==> src/rtl/map_bram_arbiter_if.sv <==
// Bus bundle between the DDA engine bank, the map BROM and map_bram_arbiter.
// The master side is the engine bank together with the BROM; the slave side is the arbiter.
interface map_bram_arbiter_if #(
  parameter int NUM_REQ = 4,
  parameter int ADDR_W  = 10
);
  logic [NUM_REQ-1:0]        req_in;
  logic [NUM_REQ*ADDR_W-1:0] addr_in;
  logic [ADDR_W-1:0]         bram_addra_out;
  logic [3:0]                bram_data_in;
  logic [3:0]                data_out;
  logic [NUM_REQ-1:0]        valid_out;
  logic                      busy_out;

  modport master (
    output req_in, addr_in, bram_data_in,
    input  bram_addra_out, data_out, valid_out, busy_out
  );

  modport slave (
    input  req_in, addr_in, bram_data_in,
    output bram_addra_out, data_out, valid_out, busy_out
  );
endinterface

==> src/rtl/map_bram_arbiter.sv <==
// Round-robin sharing of the single-port map BROM between NUM_REQ DDA engines.
// Each in-flight read is tagged with its requester and returned as a one-hot valid pulse.
module map_bram_arbiter #(
  parameter int NUM_REQ      = 4,
  parameter int N            = 24,
  parameter int ADDR_W       = $clog2(N*N),
  parameter int BRAM_LATENCY = 2
) (
  input  logic              pixel_clk_in,
  input  logic              rst_in,
  map_bram_arbiter_if.slave bus
);
  localparam int IDX_W  = $clog2(NUM_REQ);
  localparam int STAGES = BRAM_LATENCY + 1;
  localparam logic [ADDR_W:0]    CELLS = (ADDR_W+1)'(N*N);
  localparam logic [NUM_REQ-1:0] ONE   = NUM_REQ'(1);

  logic [IDX_W-1:0]   ptr;
  logic [NUM_REQ-1:0] pending;
  logic [NUM_REQ-1:0] eligible;
  logic               grant_valid;
  logic [IDX_W-1:0]   grant_idx;
  logic [IDX_W-1:0]   next_ptr;
  logic [ADDR_W-1:0]  grant_addr;
  logic               grant_oob;

  logic [STAGES-1:0]  tag_valid;
  logic [STAGES-1:0]  tag_oob;
  logic [IDX_W-1:0]   tag_idx [STAGES];

  logic [ADDR_W-1:0]  addra_q;
  logic [3:0]         data_q;
  logic [NUM_REQ-1:0] valid_q;

  function automatic logic [IDX_W-1:0] wrap_add(input logic [IDX_W-1:0] base, input int off);
    int s;
    s = int'(base) + off;
    if (s >= NUM_REQ) s = s - NUM_REQ;
    return IDX_W'(s);
  endfunction

  // An engine whose read is still in flight (including its return cycle) is never re-granted.
  always_comb eligible = bus.req_in & ~pending;

  always_comb begin
    grant_valid = 1'b0;
    grant_idx   = '0;
    for (int off = 0; off < NUM_REQ; off++) begin
      if (!grant_valid && eligible[wrap_add(ptr, off)]) begin
        grant_valid = 1'b1;
        grant_idx   = wrap_add(ptr, off);
      end
    end
  end

  always_comb begin
    next_ptr   = (grant_idx == IDX_W'(NUM_REQ-1)) ? '0 : grant_idx + IDX_W'(1);
    grant_addr = bus.addr_in[grant_idx*ADDR_W +: ADDR_W];
    grant_oob  = ({1'b0, grant_addr} >= CELLS);
  end

  always_ff @(posedge pixel_clk_in or posedge rst_in) begin
    if (rst_in) begin
      ptr     <= '0;
      addra_q <= '0;
      pending <= '0;
    end else begin
      pending <= (pending & ~valid_q) | (grant_valid ? (ONE << grant_idx) : '0);
      if (grant_valid) begin
        ptr     <= next_ptr;
        addra_q <= grant_addr;
      end
    end
  end

  // Tags travel alongside the BROM read so the return lines up with bram_data_in.
  always_ff @(posedge pixel_clk_in or posedge rst_in) begin
    if (rst_in) begin
      tag_valid <= '0;
      tag_oob   <= '0;
      for (int k = 0; k < STAGES; k++) tag_idx[k] <= '0;
    end else begin
      tag_valid <= {tag_valid[STAGES-2:0], grant_valid};
      tag_oob   <= {tag_oob[STAGES-2:0], grant_oob};
      tag_idx[0] <= grant_idx;
      for (int k = 1; k < STAGES; k++) tag_idx[k] <= tag_idx[k-1];
    end
  end

  // Out-of-map reads come back as wall so a ray leaving the map terminates.
  always_ff @(posedge pixel_clk_in or posedge rst_in) begin
    if (rst_in) begin
      data_q  <= '0;
      valid_q <= '0;
    end else if (tag_valid[STAGES-1]) begin
      data_q  <= tag_oob[STAGES-1] ? 4'd1 : bus.bram_data_in;
      valid_q <= ONE << tag_idx[STAGES-1];
    end else begin
      valid_q <= '0;
    end
  end

  assign bus.bram_addra_out = addra_q;
  assign bus.data_out       = data_q;
  assign bus.valid_out      = valid_q;
  assign bus.busy_out       = |pending;
endmodule
==> src/flat_wrapper.sv <==
// flat-port wrapper written by rule: the top's interface ports become plain ports
module map_bram_arbiter_flat 
#(
  parameter int NUM_REQ      = 4,
  parameter int N            = 24,
  parameter int ADDR_W       = $clog2(N*N),
  parameter int BRAM_LATENCY = 2
)
  (pixel_clk_in, rst_in, bus_req_in, bus_addr_in, bus_bram_data_in, bus_bram_addra_out, bus_data_out, bus_valid_out, bus_busy_out);
  map_bram_arbiter_if #(.NUM_REQ(NUM_REQ), .ADDR_W(ADDR_W)) bus_i ();
  input  logic pixel_clk_in;
  input  logic rst_in;
  input wire logic [$bits(bus_i.req_in)-1:0] bus_req_in;
  input wire logic [$bits(bus_i.addr_in)-1:0] bus_addr_in;
  input wire logic [$bits(bus_i.bram_data_in)-1:0] bus_bram_data_in;
  output wire logic [$bits(bus_i.bram_addra_out)-1:0] bus_bram_addra_out;
  output wire logic [$bits(bus_i.data_out)-1:0] bus_data_out;
  output wire logic [$bits(bus_i.valid_out)-1:0] bus_valid_out;
  output wire logic [$bits(bus_i.busy_out)-1:0] bus_busy_out;
  assign bus_i.req_in = bus_req_in;
  assign bus_i.addr_in = bus_addr_in;
  assign bus_i.bram_data_in = bus_bram_data_in;
  assign bus_bram_addra_out = bus_i.bram_addra_out;
  assign bus_data_out = bus_i.data_out;
  assign bus_valid_out = bus_i.valid_out;
  assign bus_busy_out = bus_i.busy_out;
  map_bram_arbiter #(.NUM_REQ(NUM_REQ), .N(N), .ADDR_W(ADDR_W), .BRAM_LATENCY(BRAM_LATENCY)) u_core (.pixel_clk_in(pixel_clk_in), .rst_in(rst_in), .bus(bus_i));
endmodule
==> config.mk <==
export PLATFORM = sky130hd
export DESIGN_NAME = map_bram_arbiter_flat
export DESIGN_NICKNAME = d
export VERILOG_FILES = /design/src/rtl/map_bram_arbiter_if.sv /design/src/rtl/map_bram_arbiter.sv /design/src/flat_wrapper.sv
export SDC_FILE = /design/constraint.sdc
export NUM_CORES = 1
export LEC_CHECK = 0
export BUFFER_PORTS_ARGS = -buffer_cell sky130_fd_sc_hd__buf_2
export CORE_UTILIZATION = 30
export DETAILED_ROUTE_END_ITERATION = 12
export PLACE_DENSITY_LB_ADDON = 0.3
export RECOVER_POWER = 25
export SYNTH_ARGS = -nofsm -noshare
export SYNTH_HDL_FRONTEND = slang
export SYNTH_SLANG_ARGS = --single-unit
==> constraint.sdc <==
create_clock -name pixel_clk_in -period 3.5 [get_ports pixel_clk_in]
set_clock_uncertainty 0.15 [all_clocks]
set_input_delay 0.175 -clock pixel_clk_in [delete_from_list [all_inputs] [get_ports pixel_clk_in]]
set_output_delay 0.175 -clock pixel_clk_in [all_outputs]
set_load 0.05 [all_outputs]
## After elaboration in Yosys (flattened, before gate mapping)

Index checks and enable logic that the tools add are counted.

- Eq/ne operators: 1
- Reduce and logical (&&, ||, !) cells: 7
- Add/subtract/negate cells: 8
- Muxes and demuxes: 24
- $lt $le $gt $ge: 9
- Bitwise gates (word level): 5
- Shift-type cells: 3
- Multipliers: 1

Operators with widths:

| operator | count |
|---|---|
| 40-bit by 7-bit variable part select with 10-bit output | 1 |
| 2-bit two-way mux | 9 |
| 2-bit by 3-bit less-than comparator with 1-bit output, second input constant | 4 |
| 4-bit two-way mux | 3 |
| 10-bit greater-or-equal comparator, second input constant | 1 |
| 3-bit greater-or-equal comparator, second input constant | 3 |
| 4-bit AND | 2 |
| 1-bit binary-select mux with 2-bit select | 4 |
| 1-bit two-way mux | 8 |
| 4-bit inverter | 2 |
| 1-bit by 2-bit << shifter with 4-bit output, first input constant | 2 |
| 2-bit by 1-bit subtractor with 2-bit output, second input constant | 4 |
| 2-bit by 2-bit adder with 3-bit output, second input constant | 2 |
| 2-bit by 3-bit multiplier with 5-bit output, second input constant | 1 |
| 4-bit OR | 1 |
| 4-bit OR reduction | 1 |
| 2-bit by 1-bit adder with 3-bit output, second input constant | 1 |
| 2-bit by 3-bit greater-or-equal comparator with 1-bit output, second input constant | 1 |
| 1-bit logical AND | 3 |
| 1-bit zero test | 3 |
| 2-bit by 1-bit adder with 2-bit output, second input constant | 1 |
| 2-bit equality test, second input constant | 1 |

- Register bits: 36
- Output and inout bits: 19
- Word-level logic and storage cells: 68
- Bits of input ports: 50

## Logic depth before layout (Yosys ltp)

- Word-level depth: 17
- Depth in mapped cells: 9
- Mapped depth without buffers: 7

## Least setup slack after synthesis

No wires, ideal clock.

- Path type: reg2reg
- From: register u_core.ptr[1]
- To: register u_core.ptr[1]
- Setup time: 0.134 ns
- Period minus slack after synthesis: 2.124 ns
- Path buffers: 1
- Data arrival time: 1.841 ns
- Stages on the path, launching flop included: 8
- Slack: 1.376 ns
- Data required time: 3.216 ns
- Cells stage by stage: dfrtp_1 and3b_1 o211a_1 nor3_1 clkbuf_1 ha_1 nand2_1 o21ai_0

- Cells in the longest elaborated chain, start to end: 16
- Elaborated cells on any way between the ends: 40
- Classes of those cells: add/sub: 8; order compare: 4; eq/ne: 1; mux: 21; reduce/logical: 6

RTL lines:

| what | RTL line | source |
|---|---|---|
| start, declared | map_bram_arbiter.sv:18 | `logic [IDX_W-1:0] ptr;` |
| start signal, assigned | map_bram_arbiter.sv:70 | `ptr <= next_ptr;` |
| parallel branches: the longest is 13 deep, another holds 2-bit by 1-bit adder with 3-bit output | - |  |
| 2-bit two-way mux (*) | map_bram_arbiter.sv:49 | `if (!grant_valid && eligible[wrap_add(ptr, off)]) begin` |
| named net u_core.grant_idx[1] | map_bram_arbiter.sv:22 | `logic [IDX_W-1:0] grant_idx;` |
| 2-bit by 1-bit adder with 2-bit output / 2-bit equality test (equally long branches) | map_bram_arbiter.sv:57 | `next_ptr = (grant_idx == IDX_W'(NUM_REQ-1)) ? '0 : grant_idx + IDX_W'(1);` |
| 2-bit two-way mux (*) | map_bram_arbiter.sv:57 |  |
| named net u_core.next_ptr[1] | map_bram_arbiter.sv:23 | `logic [IDX_W-1:0] next_ptr;` |

Mark *: on every way through the listed nets, which the timed path passes. The select of a mux whose other input is x is not followed.
A chain may end at the register's enable or synchronous reset.

## Final worst setup path

- From: register u_core.ptr[1]
- To: register u_core.addra_q[8], in the netlist u_core.bus.bram_addra_out[8]

- Cells in the longest elaborated chain, start to end: 16
- Elaborated cells on any way between the ends: 39
- Classes of those cells: add/sub: 7; mul: 1; order compare: 4; shift: 1; mux: 20; reduce/logical: 6

RTL lines:

| what | RTL line | source |
|---|---|---|
| parallel branches: the longest is 16 deep, another holds 2-bit by 1-bit adder with 3-bit output | - |  |
| end signal, assigned | map_bram_arbiter.sv:71 | `addra_q <= grant_addr;` |
| end, declared | map_bram_arbiter.sv:31 | `logic [ADDR_W-1:0] addra_q;` |

Several ways; the timed one is not identified. The select of a mux whose other input is x is not followed.

==> metrics.txt <==
actual slew at the worst max-slew pin 1850 ps; count of final hold-check violations 0; die height 76.84 um; Syn Std Cell Area 1680 sq um; Core Area 5238 sq um; CTS tree built; port buffer count 68; worst-path cell chain and3b_1, o211a_1, nor3_2, a31oi_2, a221oi_1; Setup CP Type reg2reg; Clock Latency Late Sink 280 ps; Yosys warnings 0; crit path max fanout 15; CTS Root Cell clkbuf_8; # IOs 69; outcome complete, but fails checks; CTS H-tree lvls 2; routed vias/inst 4.584; total power 2047 uW; DR vias 1357; drt first-iter violations 54; commonest cells after routing, fill and taps aside buf_2, dfrtp_1, mux2i_1, nor2_1, inv_1; Post-Route WL 3.620 mm; largest net degree at the start of global routing 37; Clk pin slew, worst setup/hold paths 70 ps; fin worst setup slack 1061 ps; minimum clock period 2439 ps; TritonCTS buffer count 5; Overall Global Routing Usage 12.72%; Min-Delay Path Class in2reg; Synth Area per Inst 11.28 sq um; layout cells sized above 1 34.96%; vias in the first global route 1333; failing checks max-capacitance violations, max-slew violations; Reg2Reg Setup Slack 1060 ps; post-route clock period utilization 69.68%; antenna cells 0; clock sinks 36; Leak Pwr 0.001080 uW; WHS Path Cells 3; TritonRoute pass-1 iters 4; largest area contributor in the netlist dfrtp_1; maximum vdd ir drop 0.0003801 V; final setup fails 0; Synth-to-Final Area Change 31.79%; DP HPWL 2.679 mm; Hold Path End u_core.bus.bram_addra_out[0]$_DFFE_PP0P_; Rel. slew slack -23.31%; antenna-violating nets left 0; worst r2r dst u_core.bus.bram_addra_out[8]$_DFFE_PP0P_; worst path required time 3530 ps; #FFs+latches synth 36; length in cells of the worst reg-to-reg path 5; slowest CP cell nor3_2; gpl congestion 0.6949; pre-CTS setup slack 1015 ps; PD cells 924.4 nW/um^2; # rows 26; die area 5904 sq um; fmax 0.4101 GHz; Hold Crit Start bus_addr_in[0]; # Max-Cap Violations 1; Die Wd 76.84 um; most area-consuming cells after synthesis dfrtp_1, mux2i_1, a221oi_1; Seq/Total Area, Yosys 53.61%; initial antenna violation count 0; Initial Utilization 32.08%; deepest clock path buffer count 2; DR WL/cell 12.23 um; Overflow after GRT 0; Post-Syn Instances 149; unique cell type count in the Yosys netlist 29; Layout Nets 279; Worst R2R Start u_core.ptr[1]$_DFFE_PP0P_; Worst Setup End Kind register; post_cts resized 0; most common cell after layout, fill and taps aside buf_2; Max Slew Vio Count 37; first-pass GRT wire length 5.920 mm; unrepaired setup endpoints after global routing false; CP Launch Type register; setup_tns 0 ps; worst path arrival time 2470 ps; top cell type's share of synthesized area 53.61%; Critical Path Max Stage Delay 750 ps; # DRC 0; Syn Nets 203
layer usage:
metal	global-route usage, %	share of wire [%]
met4	2.885	0.50
met1	14.25	42
met2	22.59	52
met3	4.881	5.6
met5	0	0
state kept, by name, indices dropped and copies added, names as in the netlist:
register	count
u_core.ptr	2
u_core.tag_idx	6
u_core.bus.valid_out	4
u_core.tag_oob	3
u_core.tag_valid	3
u_core.bus.bram_addra_out	10
u_core.pending	4
u_core.bus.data_out	4
stage by stage:
step	area [sq um]	hold slack, ps	instances	util [%]
4_1_cts	2218	78.19	296	42.36
3_5_place_dp	2074	152.1	283	39.61
5_1_grt	2215	89.38	296	42.28
6_report	2215	86.77	296	42.28
3_3_place_gp	2074	145.1	283	39.61
2_1_floorplan	1680	141.8	149	-
cell type report:
| type | instances | area (sq um) |
|---|---|---|
| fillers | 519 | 3023 |
| flip-flops and latches | 36 | 900.9 |
| multi-input cells | 95 | 685.7 |
| repair buffers | 75 | 401.6 |
| well taps | 70 | 87.58 |
| clock buffers | 7 | 86.33 |
| inverters | 12 | 45.04 |
| clock inverters | 1 | 7.507 |
critical path, delay by kind of cell (launching register included):
kind | cells | cell delay [ps]
flops | 1 | 410
simple gates | 2 | 950
compound gates | 3 | 830
synth_stat cells:
| cell | count |
|---|---|
| a21oi_1 | 1 |
| a221oi_1 | 10 |
| a31oi_2 | 1 |
| and2_1 | 1 |
| and3_1 | 1 |
| and3b_1 | 1 |
| buf_12 | 1 |
| buf_6 | 2 |
| clkbuf_1 | 3 |
| dfrtp_1 | 36 |
| ha_1 | 4 |
| inv_1 | 12 |
| mux2_2 | 1 |
| mux2i_1 | 22 |
| nand2_1 | 11 |
| nand2b_1 | 3 |
| nand3_1 | 1 |
| nand4_1 | 1 |
| nor2_1 | 15 |
| nor2b_1 | 2 |
| nor3_1 | 1 |
| nor3b_1 | 1 |
| o211a_1 | 1 |
| o21ai_0 | 9 |
| o22ai_1 | 1 |
| o311a_1 | 1 |
| o31a_1 | 1 |
| o31ai_1 | 4 |
| or4b_1 | 1 |
kinds of logic (layout without fill, tap and decap cells):
family	Yosys count	count (layout)	share of synthesized area [%]
multiplexers	23	23	13.78
AO/OA/AOI/OAI	29	29	12.81
buffers and inverters	18	95	5.882
AND/OR/NAND/NOR	39	39	10.95
adder cells (fa/ha/maj)	4	4	2.979
flip-flops	36	36	53.61
report_power, final:
part	internal (uW)	switching, uW	leakage [uW]
logic	325	700	0.000603
registers	615	108	0.000432
clock network	160	140	0.0000445
worst max path at each step:
stage                                    startpoint                                        to  cells past startpoint
final                     u_core.ptr[1]$_DFFE_PP0P_  u_core.bus.bram_addra_out[8]$_DFFE_PP0P_                      5
after global routing                         rst_in  u_core.bus.bram_addra_out[1]$_DFFE_PP0P_                      4
after CTS                 u_core.ptr[1]$_DFFE_PP0P_               u_core.pending[1]$_DFF_PP0_                      7
after detailed placement  u_core.ptr[1]$_DFFE_PP0P_  u_core.bus.bram_addra_out[3]$_DFFE_PP0P_                      5
after global placement    u_core.ptr[1]$_DFFE_PP0P_               u_core.pending[1]$_DFF_PP0_                      7
after floorplan           u_core.ptr[1]$_DFFE_PP0P_                 u_core.ptr[1]$_DFFE_PP0P_                      7
what timing repair did:
| action | 4_1_cts | 5_1_grt |
|---|---|---|
| hold buffers | 5 | 0 |
| setup buffers | 0 | 0 |
| hold endpoints to repair | 40 | 0 |
Power figures use the tool's default switching activity.
